## src/rtl/serial_arith_pkg.sv

```systemverilog
// serial_arith_pkg: shared state encoding and helpers for the serial multiplier and divider
package serial_arith_pkg;
  typedef enum logic [1:0] {IDLE, CALC, FIX, DONE} state_t;
  function automatic int step_cnt_w(input int width);
    return $clog2(2 * width + 1);
  endfunction
  // Caller sign-extends to 64 bits; the most negative value maps to its unsigned magnitude
  function automatic logic [63:0] mag(input logic [63:0] v);
    return v[63] ? -v : v;
  endfunction
endpackage

```

## src/rtl/div_sub_step.sv

```systemverilog
// div_sub_step: one restoring-division trial subtract a-b on a Kogge-Stone prefix carry tree
// diff drops the top bit: whenever there is no borrow the result is below |B| and fits in N-1 bits.
module div_sub_step #(
  parameter int N = 9
) (
  input  logic [N-1:0] a,
  input  logic [N-1:0] b,
  output logic [N-2:0] diff,
  output logic         borrow
);
  logic [N-1:0] pa;
  logic [N:0] g, p, t;
  assign pa = a ^ ~b;
  // Position 0 carries the +1 carry-in of the two's-complement subtract
  always_comb begin
    g = {a & ~b, 1'b1};
    p = {pa, 1'b0};
    t = g;
    for (int d = 1; d <= N; d = d * 2) begin
      t = g;
      for (int i = d; i <= N; i++) t[i] = g[i] | (p[i] & g[i-d]);
      for (int i = N; i >= d; i--) p[i] = p[i] & p[i-d];
      g = t;
    end
  end
  assign diff = pa[N-2:0] ^ g[N-2:0];
  assign borrow = ~g[N];
endmodule

```

## src/rtl/signed_serial_divider_16_8.sv

```systemverilog
// signed_serial_divider_16_8: 2w/w signed restoring divider, one quotient bit per clock
// Define SIGNED_SERIAL_DIV_DBZ_EN to short-circuit B=0 into a one-cycle divide-by-zero result.
module signed_serial_divider_16_8
  import serial_arith_pkg::*;
#(
  parameter int width = 8
) (
  input  logic                 clk,
  input  logic                 rst_n,
  input  logic                 en,
  input  logic [2*width-1:0]   A,
  input  logic [width-1:0]     B,
  output logic                 valid,
  output logic [2*width-1:0]   Q,
  output logic [width-1:0]     R,
  output logic                 dz
);
  localparam int W2 = 2 * width;
  localparam int W1 = width + 1;
  localparam int CW = step_cnt_w(width);
  state_t state, next;
  logic start, last, dz_b, dz_pend, sign_q, sign_r, borrow;
  logic [W2-1:0] dvd;
  logic [width:0] bmag, trial;
  logic [width-1:0] pr, diff;
  logic [CW-1:0] cnt;
  assign start = en && (state == IDLE || state == DONE);
  assign last = cnt == CW'(W2 - 1);
  assign trial = {pr, dvd[W2-1]};
  div_sub_step #(.N(W1)) u_sub (.a(trial), .b(bmag), .diff(diff), .borrow(borrow));
  always_ff @(posedge clk or negedge rst_n)
    if (!rst_n) state <= IDLE;
    else state <= next;
  always_comb begin
    next = start ? (dz_b ? FIX : CALC) : (state == CALC && last) ? FIX : (state == FIX) ? DONE : state;
  end
  // dvd shifts dividend bits out of the top while quotient bits enter at the bottom
  always_ff @(posedge clk or negedge rst_n)
    if (!rst_n) begin
      valid <= 1'b0;
      Q <= '0;
      R <= '0;
      dvd <= '0;
      bmag <= '0;
      pr <= '0;
      cnt <= '0;
      sign_q <= 1'b0;
      sign_r <= 1'b0;
    end else if (start) begin
      sign_q <= A[W2-1] ^ B[width-1];
      sign_r <= A[W2-1];
      dvd <= W2'(mag(64'($signed(A))));
      bmag <= W1'(mag(64'($signed(B))));
      pr <= '0;
      cnt <= '0;
      valid <= 1'b0;
    end else if (state == CALC) begin
      pr <= borrow ? trial[width-1:0] : diff;
      dvd <= {dvd[W2-2:0], ~borrow};
      cnt <= cnt + 1'b1;
    end else if (state == FIX) begin
      Q <= dz_pend ? '1 : sign_q ? -dvd : dvd;
      R <= dz_pend ? '0 : sign_r ? -pr : pr;
      valid <= 1'b1;
    end
`ifdef SIGNED_SERIAL_DIV_DBZ_EN
  assign dz_b = B == '0;
  always_ff @(posedge clk or negedge rst_n)
    if (!rst_n) begin
      dz <= 1'b0;
      dz_pend <= 1'b0;
    end else if (start) begin
      dz <= 1'b0;
      dz_pend <= dz_b;
    end else if (state == FIX) begin
      dz <= dz_pend;
    end
`else
  assign dz_b = 1'b0;
  assign dz_pend = 1'b0;
  assign dz = 1'b0;
`endif
endmodule
```

## config.mk

```make
export PLATFORM = sky130hd
export DESIGN_NAME = signed_serial_divider_16_8
export DESIGN_NICKNAME = d
export VERILOG_FILES = /design/src/rtl/serial_arith_pkg.sv /design/src/rtl/div_sub_step.sv /design/src/rtl/signed_serial_divider_16_8.sv
export SDC_FILE = /design/constraint.sdc
export NUM_CORES = 1
export LEC_CHECK = 0
export CORE_UTILIZATION = 46
export DETAILED_ROUTE_END_ITERATION = 10
export GPL_TIMING_DRIVEN = 1
export PLACE_DENSITY = 0.69
export SLEW_MARGIN = 30
export SYNTH_ARGS = -nofsm -noshare
export SYNTH_HDL_FRONTEND = slang
export SYNTH_HIERARCHICAL = 1
export SYNTH_SLANG_ARGS = --single-unit
```

## constraint.sdc

```tcl
create_clock -name clk -period 2.8 [get_ports clk]
set_clock_uncertainty 0.15 [all_clocks]
set_input_delay 0.84 -clock clk [delete_from_list [all_inputs] [get_ports clk]]
set_output_delay 0.84 -clock clk [all_outputs]
set_load 0.005 [all_outputs]
```

==> run metrics <==
synth unique cells 51; GP Congestion 0.795; clk root buf clkbuf_8; Worst EP arrival 2670 ps; clock power share 0.117; Post-Syn Nets 493; cts bufs inserted 9; Vias/cell 5.37; cell depth of the worst setup path 7; Buf/Inv on CP 2; CTS resizes 0; Setup WS pre-CTS -144 ps; Logic pwr share 0.539; EDFF count, synth 0; post-synth top area share 0.401; Crit. End Element flop; row cnt 34; met1 WL 4.29 mm; adder-cell share of the synthesized area 0.0539; Sw Share 0.420; Crit Path Max Fanout 6; gr ovfl total 0; count leader, synth dfrtp_1; Final Hold Fails 0; Final #Nets 544; layout cell share with drive strength beyond 1 0.111; RSZ-0062 raised after global routing false; area leader, netlist dfrtp_1; Tmin final 2600 ps; top-level port count 53; Hold Crit Class reg2reg; status complete, no violations; Worst VDD drop 0.000609 V; Hold Crit Depth 2; global-route usage over all layers 0.194; Cell Chain, Critical Path clkdlybuf4s50_1, inv_1, ha_1, or3b_2, o41ai_2, xor2_1, a21oi_1; n_diodes 0; Worst slew margin 0.593; fillers 784; routed wire length 8.79 mm; WL met2 4.11 mm; Worst path max stage delay 530 ps; part of the cycle the worst path needs 0.928; most common library cells after synthesis dfrtp_1 (67), nor2_1 (44), a21oi_1 (39); Die ar. 9460 µm²; initial antenna violation count 0; CP max stage cell or3b_2; Async SR Flop Fraction 1.00; Max Slew Vio Count 0; Critical Path Start Type input port; Worst-Skew Late Latency 340 ps; htree depth 3; measured slew at the worst slew-check pin 610 ps; DPL Wire Length 6.57 mm; CTS Sinks 67; Post-Synth XOR/XNOR Area 0.0986; PortBufs 51; fmax 385 MHz; post-synthesis simple-gate area fraction 0.148; DIE HEIGHT 97.3 µm; endpoints failing setup 0; ys flop type dfrtp_1; die width 97.3 µm; Mean Syn Cell Area 9.32 µm²; Compound-Gate Fraction of Synth Area 0.194; clock buffer depth 2; Max Cap Violations 0; met3 routed wirelength 296 µm; area of the mapped netlist 4180 µm²; largest cells by area after synthesis dfrtp_1 (40%), xor2_1 (6.7%), ha_1 (5.4%), a21oi_1 (4.7%), mux2i_1 (4.1%); Net Sw Power 2440 µW; critical path class in2reg; largest family of logic cells by synthesized area compound AO/OA/AOI/OAI gates; Syn Inst Count 448; Core Region 8760 µm²; post-CTS setup buffer count 0; Vias 3288; sequential power share 0.344; synth warn 6; r2r worst-path depth 8; Req. time, crit path 2870 ps; Synth Register Bits 67; Final WS setup 202 ps; mux contribution to synthesized area 0.0461; # DRC 0; ANT nets after route 0; Seq/Total Area, Yosys 0.401; uppermost routed layer met4; First DRT Iteration DRCs 144; WL/cell 14.4 µm; cts hold-fix bufs 0; Clock transition at path regs 70 ps; largest net degree at the start of global routing 51; cell family with most CP delay simple AND/OR/NAND/NOR gates; Initial Util 0.477; setup TNS 0 ps; drt first pass iters 4; CTS tree built; Area Growth Syn to Fin 19.9%; PwrDens 1160 nW/µm²; vias in the first global route 3123; Pleak 0.00219 µW; Pint 3360 µW; first-pass GRT wire length 15.0 mm
registers in the layout, indices dropped and copies added (netlist names):
name,cells
bmag,9
valid,1
sign_r,1
cnt,5
R,8
dvd,16
sign_q,1
Q,16
pr,8
state,2
cell families (layout without fill, tap and decap cells):
group	count (synthesis)	in the layout
AOI/OAI and AO/OA	116	116
adders and majority gates	18	18
DFF	67	67
muxes	19	19
xor gates and xnor gates	47	47
buffers and inverters	58	114
other	1	1
and+or+nand+nor	122	122
cell type report:
| cell class | count | area (µm²) | area share |
|---|---|---|---|
| multi-input combinational | 323 | 2260 | 0.452 |
| sequential | 67 | 1680 | 0.335 |
| timing repair buffer | 72 | 676 | 0.135 |
| tap | 108 | 135 | 0.0270 |
| clock buffer | 10 | 128 | 0.0255 |
| inverter | 26 | 97.6 | 0.0195 |
| clock inverter | 6 | 32.5 | 0.00650 |
layout by cell type (no fill, tap or decap), types with 5 or more instances in the layout:
cell type | Yosys | routed
dfrtp_1 | 67 | 67
clkdlybuf4s50_1 | 0 | 50
nor2_1 | 44 | 44
a21oi_1 | 39 | 39
xor2_1 | 32 | 32
inv_1 | 26 | 26
nand2_1 | 25 | 25
a211oi_1 | 20 | 20
buf_4 | 1 | 20
o21ai_0 | 19 | 19
ha_1 | 18 | 18
mux2i_1 | 17 | 17
xnor2_1 | 15 | 15
nor2b_1 | 14 | 14
o31ai_1 | 10 | 10
clkbuf_8 | 0 | 9
or3_1 | 6 | 6
o41ai_2 | 6 | 6
or4_1 | 5 | 5
clkinv_2 | 0 | 5
worst reg2reg max path: cells and delay by family, from the launching register on:
family / cells / cell delay [ps]
DFF: 1 / 460
muxes: 1 / 210
and+or+nand+nor: 1 / 180
AOI/OAI and AO/OA: 4 / 640
adders and majority gates: 1 / 370
buffers and inverters: 1 / 220
path summary, 6_finish.rpt:
path | start | end | slack (ps)
hold reg to reg | bmag[3] | bmag[3] | 330
setup reg to reg | pr[0] | pr[1] | 440
max in group asynchronous | rst_n | dvd[8] | 1780
min in group asynchronous | rst_n | R[5] | 380
hold / removal | bmag[3] | bmag[3] | 330
setup / recovery | A[0] | dvd[14] | 200
power groups by stage:
stage | Sequential, µW | Clock (µW) | Combinational (µW)
4_1_cts | 1990 | 698 | 3150
6_report | 2000 | 679 | 3130
5_1_grt | 2070 | 742 | 3500
2_1_floorplan | 1810 | 0 | 2350
3_3_place_gp | 1980 | 0 | 3010
3_5_place_dp | 2010 | 0 | 3130
through the flow:
| stage | instances | hold WS (ps) | instance area (µm²) | util | total power (µW) |
|---|---|---|---|---|---|
| floorplan | 448 | 300 | 4180 | - | 4160 |
| global placement | 596 | 313 | 4850 | 0.553 | 4990 |
| detailed placement | 596 | 321 | 4850 | 0.553 | 5130 |
| CTS | 612 | 338 | 5010 | 0.571 | 5840 |
| global route | 612 | 373 | 5010 | 0.571 | 6310 |
| finish | 612 | 328 | 5010 | 0.571 | 5800 |
layer usage:
metal | vias to the layer above | global-route usage
li1 | 1677 | -
met1 | 1535 | 0.281
met2 | 68 | 0.293
met3 | 8 | 0.0345
met4 | 0 | 0.0679
met5 | - | 0
(Power assumes the default switching activity.)
